$ cat src/rtl/signed_peak_tracker.sv
// Frame-based running-maximum tracker for a stream of signed samples, with a valid/ready result port.
// Optional frame-minimum tracking is enabled by defining SIGNED_PEAK_TRACKER_MIN_EN.
module signed_peak_tracker #(
    parameter int WIDTH     = 8,
    parameter int FRAME_LEN = 16,
    parameter int IDX_WIDTH = 4
) (
    input  logic                        CLK,
    input  logic                        RESETN,
    input  logic                        I_VALID,
    output logic                        I_READY,
    input  logic signed [WIDTH-1:0]     I,
    output logic                        O_VALID,
    input  logic                        O_READY,
    output logic signed [WIDTH-1:0]     O_MAX,
    output logic        [IDX_WIDTH-1:0] O_IDX
`ifdef SIGNED_PEAK_TRACKER_MIN_EN
    ,
    output logic signed [WIDTH-1:0]     O_MIN,
    output logic        [IDX_WIDTH-1:0] O_MIN_IDX
`endif
);

    localparam logic [IDX_WIDTH-1:0] LAST_IDX = IDX_WIDTH'(FRAME_LEN - 1);

    typedef enum logic {
        ACCUM = 1'b0,
        HOLD  = 1'b1
    } state_t;

    state_t state;
    state_t next_state;

    logic        [IDX_WIDTH-1:0] count;
    logic signed [WIDTH-1:0]     max_val;
    logic        [IDX_WIDTH-1:0] max_idx;

    logic                        accept;
    logic                        last;
    logic                        first;
    logic                        take_max;
    logic signed [WIDTH-1:0]     sel_max;
    logic        [IDX_WIDTH-1:0] sel_max_idx;

    always_ff @(posedge CLK) begin
        if (!RESETN) begin
            state <= ACCUM;
        end else begin
            state <= next_state;
        end
    end

    // HOLD is left only on the result handshake; ready depends on state alone.
    always_comb begin
        next_state = state;
        I_READY    = 1'b0;
        case (state)
            ACCUM: begin
                I_READY = 1'b1;
                if (I_VALID && count == LAST_IDX) begin
                    next_state = HOLD;
                end
            end
            HOLD: begin
                if (O_READY) begin
                    next_state = ACCUM;
                end
            end
            default: next_state = ACCUM;
        endcase
    end

    assign accept = I_VALID && (state == ACCUM);
    assign last   = (count == LAST_IDX);
    assign first  = (count == '0);

    // The first sample of a frame always loads; later ones need a strict signed win, so ties keep the earlier index.
    assign take_max    = first || (I > max_val);
    assign sel_max     = take_max ? I : max_val;
    assign sel_max_idx = take_max ? count : max_idx;

    always_ff @(posedge CLK) begin
        if (!RESETN) begin
            count   <= '0;
            max_val <= '0;
            max_idx <= '0;
            O_VALID <= 1'b0;
            O_MAX   <= '0;
            O_IDX   <= '0;
        end else begin
            if (accept) begin
                max_val <= sel_max;
                max_idx <= sel_max_idx;
                if (last) begin
                    count   <= '0;
                    O_VALID <= 1'b1;
                    O_MAX   <= sel_max;
                    O_IDX   <= sel_max_idx;
                end else begin
                    count <= count + 1'b1;
                end
            end else if (O_VALID && O_READY) begin
                O_VALID <= 1'b0;
            end
        end
    end

`ifdef SIGNED_PEAK_TRACKER_MIN_EN
    logic signed [WIDTH-1:0]     min_val;
    logic        [IDX_WIDTH-1:0] min_idx;
    logic                        take_min;
    logic signed [WIDTH-1:0]     sel_min;
    logic        [IDX_WIDTH-1:0] sel_min_idx;

    assign take_min    = first || (I < min_val);
    assign sel_min     = take_min ? I : min_val;
    assign sel_min_idx = take_min ? count : min_idx;

    // Minimum results share the max's O_VALID qualification.
    always_ff @(posedge CLK) begin
        if (!RESETN) begin
            min_val   <= '0;
            min_idx   <= '0;
            O_MIN     <= '0;
            O_MIN_IDX <= '0;
        end else if (accept) begin
            min_val <= sel_min;
            min_idx <= sel_min_idx;
            if (last) begin
                O_MIN     <= sel_min;
                O_MIN_IDX <= sel_min_idx;
            end
        end
    end
`else
    // Maximum-only build: no minimum registers exist.
`endif

endmodule

$ cat config.mk
export PLATFORM = sky130hd
export DESIGN_NAME = signed_peak_tracker
export DESIGN_NICKNAME = d
export VERILOG_FILES = /design/src/rtl/signed_peak_tracker.sv
export SDC_FILE = /design/constraint.sdc
export NUM_CORES = 1
export LEC_CHECK = 0
export ABC_AREA = 0
export BUFFER_PORTS_ARGS = -buffer_cell sky130_fd_sc_hd__buf_4
export CORE_ASPECT_RATIO = 1.5
export CORE_MARGIN = 1
export CORE_UTILIZATION = 34
export DETAILED_ROUTE_END_ITERATION = 6
export GPL_ROUTABILITY_DRIVEN = 0
export GPL_TIMING_DRIVEN = 0
export PLACE_DENSITY = 0.54
export RECOVER_POWER = 50
export SETUP_SLACK_MARGIN = 0.05
export SYNTH_ARGS = -nofsm -noshare
export SYNTH_HDL_FRONTEND = slang
export SYNTH_SLANG_ARGS = --single-unit
$ cat constraint.sdc
create_clock -name CLK -period 5.3 [get_ports CLK]
set_clock_uncertainty 0.1 [all_clocks]
set_input_delay 0.53 -clock CLK [delete_from_list [all_inputs] [get_ports CLK]]
set_output_delay 0.53 -clock CLK [all_outputs]
set_load 0.01 [all_outputs]
# Yosys cells after proc, flatten, opt, wreduce, memory -nomap -nowiden
# Cells that the tools add are included.
[totals]
ramBits = 0
register_bits = 30
memories = 0
word_cells = 30
mem_bits_ro = 0
latchBits = 0
[op_classes]
n_eq_ne = 2
n_div = 0
mul = 0
n_reduce_logical = 8
order_cmp = 1
n_shift = 0
mux = 10
add_sub_neg = 1
bitwise = 1
[ops]
columns = ["cell", "count"]
rows = [
  ["greater-than comparator 8 bit", 1],
  ["2-to-1 mux 4 bit", 2],
  ["2-to-1 mux 8 bit", 1],
  ["2-to-1 mux 1 bit", 6],
  ["adder 4 x 1 -> 4 bit, second input constant", 1],
  ["== test 4 bit, second input constant", 1],
  ["logical NOT 4 bit", 1],
  ["AND reduction 2 bit", 2],
  ["logical AND 1 bit", 3],
  ["inequality test 2 x 1 -> 1 bit, second input constant", 1],
  ["one-hot mux 1 bit (2 select lines)", 1],
  ["nonzero test 2 bit", 1],
  ["logical OR 1 bit", 1],
  ["NOT 1 bit", 1],
]

# Longest topological paths before layout
[logic_depth]
word_depth = 4
mapped_depth = 8

# Worst setup path before layout
# Ideal clock, no wire load.
[synth_timing]
path_kind = "in2reg"
start = "input port I[1]"
end = "register O_MAX[0]"
setup_time_ns = 0.126
n_path_buf = 1
slack_ns = 3.275
stages = 7
t_arrival_ns = 1.799
required_ns = 5.074
path_cell_list = "ha_1 nor2b_1 o211a_1 o21ai_4 and2_1 buf_4 o211ai_1"
[synth_via]
elab_chain_cells = 3
[synth_rtl]
columns = ["item", "line_no", "source"]
rows = [
  ["start: declaration", "12", "input logic signed [WIDTH-1:0] I,"],
  ["greater-than comparator 8 bit", "78", "assign take_max = first || (I > max_val);"],
  ["logical OR 1 bit", "78", ""],
  ["2-to-1 mux 8 bit", "79", "assign sel_max = take_max ? I : max_val;"],
  ["end signal: assignment", "97", "O_MAX <= sel_max;"],
  ["end: declaration", "15", "output logic signed [WIDTH-1:0] O_MAX,"],
]
# Every way passes these cells.
# A chain may end at the register's enable or synchronous reset.

# Worst setup path after layout
[layout_timing]
start = "register max_val[7]"
end = "register max_idx[0]"
[layout_via]
elab_chain_cells = 3
[layout_rtl]
columns = ["item", "line_no", "source"]
rows = [
  ["start: declaration", "35", "logic signed [WIDTH-1:0] max_val;"],
  ["start signal: assignment", "92", "max_val <= sel_max;"],
  ["greater-than comparator 8 bit", "78", ""],
  ["logical OR 1 bit", "78", ""],
  ["2-to-1 mux 4 bit", "80", "assign sel_max_idx = take_max ? count : max_idx;"],
  ["end signal: assignment", "93", "max_idx <= sel_max_idx;"],
  ["end: declaration", "36", "logic [IDX_WIDTH-1:0] max_idx;"],
]
# Every way passes these cells.

==> impl_metrics.yaml <==
outcome:
  run_status: "complete, no violations"
synthesis:
  synth.avg_cell_area_um2: 8.20
  yosysSeqAreaShare_pct: 37.2
  synth_cell_types: 34
  syn-num-nets: 219
  syn_inst: 197
  synth-seq-cells: 30
  syn_area_mm2: 0.00162
  ys_warn_count: 0
die:
  core_area_mm2: 0.00454
  ios: 26
  initial_core_util_pct: 35.6
  dieArea_mm2: 0.00504
  rows: 30
  fp.dieW_um: 58.3
  die_h_um: 86.4
timing:
  max_freq_mhz: 434
  period_share_pct: 43.5
  hold_viol: 0
  tightest_slew_ns: 0.519
  rsz0062_at_grt: "no"
  relSlewSlack_pct: 65.2
  finalSetupViolations: 0
  hold_slack_ns: 0.333
  post-route-min-period_ns: 2.31
  finalSetupTns_ns: 0
  report.final.slew_viol_count: 0
cells_and_area:
  diodes: 0
  syn2layout_area_growth_pct: 18.5
  drive_gt1_share_pct: 13.5
  final_area_mm2: 0.00191
  final_common_cell: "nand2_1"
  nets: 250
  final_util_pct: 42.1
  final_cell_mix: "49 x nand2_1, 30 x dfxtp_1, 17 x nand3_1"
critical_path:
  cp_data_arrival_time_ns: 2.42
  critPathMaxStageDelay_ns: 0.45
  r2r_start: "max_val[7]$_SDFFE_PN0P_"
  worst_path_max_delay_cell: "a31oi_1"
  start_kind: "register"
  crit_chain: "inv_1 > ha_1 > nand4_1 > nor2b_1 > o21ai_4 > a31oi_1 > buf_6 > mux2i_1"
  crit_fanout: 10
  path_class: "register to register"
  cp-end-kind: "register"
  crit_required_ns: 5.41
  critPathLaunch: "max_val[7]$_SDFFE_PN0P_"
detailed_routing:
  vias: 1395
  first_pass_iters: 4
  wire_per_inst_um: 12.9
  routed_wl_mm: 3.78
  routed_via_density: 4.76
  ant_nets: 0
  drc: 0
  drtIter0Drc: 57
power_and_ir_drop:
  vdd_drop_max_mv: 0.188
  leakage_uw: 0.000801
  pwr_density_cell_mw_per_mm2: 286
placed_design:
  placed_cell_area_mm2: 0.00188
  hpwl_mm: 2.83
  port_buffers: 24
clocking:
  numCtsBuffers: 5
  clkTransAtPathRegs_ns: 0.07
  cts_hold_buf: 0
  cts-root-buf: "clkbuf_8"
  clkLatencyLatePin_ns: 0.29
  clkSinkCount: 30
  post-cts-setup-buffers: 0
  cts.htree.levels: 2
  cts_buffer_depth: 2
  postCtsResizedCells: 0
  cts_tree: "done"
hold_path:
  hp-class: "primary input to register"
  worstHoldStart: "O_READY"
flow_run:
  max-cap-violations: 0
global_route:
  grt_pass1_vias: 1343
  grt_util_all_layers_pct: 16.7
  antenna_found_initial: 0
  grt_max_degree: 11
  grt_pass1_wl_mm: 6.27
  grt-ovfl-total: 0
-- sequential cells by signal (all words and copies together) (netlist names) --
name and count:
O_IDX 4, O_MAX 8, O_VALID 1, count 4, max_idx 4, max_val 8, state 1
-- cell type report --
cell class                      count  area (um2)
Fill cell                         500        2630
Multi-Input combinational cell    141         878
Sequential cell                    30         601
Buffer                             11        62.6
Clock inverter                      3        40.0
Tap cell                           64        80.1
Inverter                           15        56.3
Clock buffer                        5        68.8
Timing Repair Buffer               24         128
-- metrics by stage --
stage	power, uW	setup slack (ns)	cells
floorplan	300	3.27	197
global placement	326	2.97	285
detailed placement	326	2.96	285
CTS	558	3.23	293
global route	578	2.87	293
finish	548	2.99	293
-- report_power, final --
group          leakage [uW]  internal [uW]  switching [uW]
sequential         0.000244            233            6.57
combinational      0.000500           30.7            47.9
clock             0.0000579            138            91.5
total              0.000801            402             146
-- Yosys cell counts, drive strengths merged --
cell type / count / area (um2)
nor2: 5 / 18.8
a21oi: 3 / 15.0
o21ai: 1 / 16.3
a31oi: 1 / 21.3
dfxtp: 30 / 601
nand4: 3 / 18.8
o221ai: 1 / 15.0
a221oi: 1 / 8.76
o211a: 1 / 10.0
or2: 1 / 6.26
nand2b: 2 / 15.0
a211o: 1 / 8.76
ha: 10 / 125
nor3: 1 / 10.0
a21o: 1 / 7.51
buf: 9 / 55.0
clkbuf: 2 / 7.51
inv: 15 / 56.3
and2: 2 / 12.5
nand3: 17 / 85.1
o211ai: 11 / 82.6
o22ai: 2 / 12.5
xnor2: 1 / 8.76
nor2b: 3 / 21.3
and3: 12 / 75.1
nand2: 49 / 184
xor2: 2 / 17.5
mux2i: 10 / 100
-- logic make-up (layout without fill, tap and decap cells) --
kind of cell               after synthesis  after routing  share of synthesized area, %
adders and majority gates               10             10                          7.75
AOI/OAI and AO/OA                       23             23                          12.2
buffers and inverters                   26             58                          7.36
and+or+nand+nor                         95             95                          27.7
DFF                                     30             30                          37.2
muxes                                   10             10                          6.20
xor gates and xnor gates                 3              3                          1.63
-- routing by layer --
metal	share of wire (%)	wire length, um	up-vias	global-route usage, %
met4	2.0	77	0	8.23
met1	43	1630	643	18.9
met2	51	1940	19	29.2
li1	-	-	727	-
met5	0	0	-	0
met3	3.3	123	6	3.58
-- path summary, 6_finish.rpt --
check | slack, ns | cells past startpoint | endpoint
worst max-delay path | 2.99 | 8 | max_idx[0]$_SDFFE_PN0P_
worst min-delay path | 0.33 | 2 | O_VALID$_SDFFE_PN0P_
worst max register to register | 2.99 | 8 | max_idx[0]$_SDFFE_PN0P_
worst min register to register | 0.37 | 2 | max_idx[1]$_SDFFE_PN0P_
-- critical path: cells and delay by family (launching register included) --
kind / cells / cell delay, ns
flip-flops: 1 / 0.35
multiplexers: 1 / 0.19
adder cells (fa/ha/maj): 1 / 0.32
AND/OR/NAND/NOR: 2 / 0.40
buffers and inverters: 2 / 0.29
AO/OA/AOI/OAI: 2 / 0.57
(Power assumes the default switching activity.)
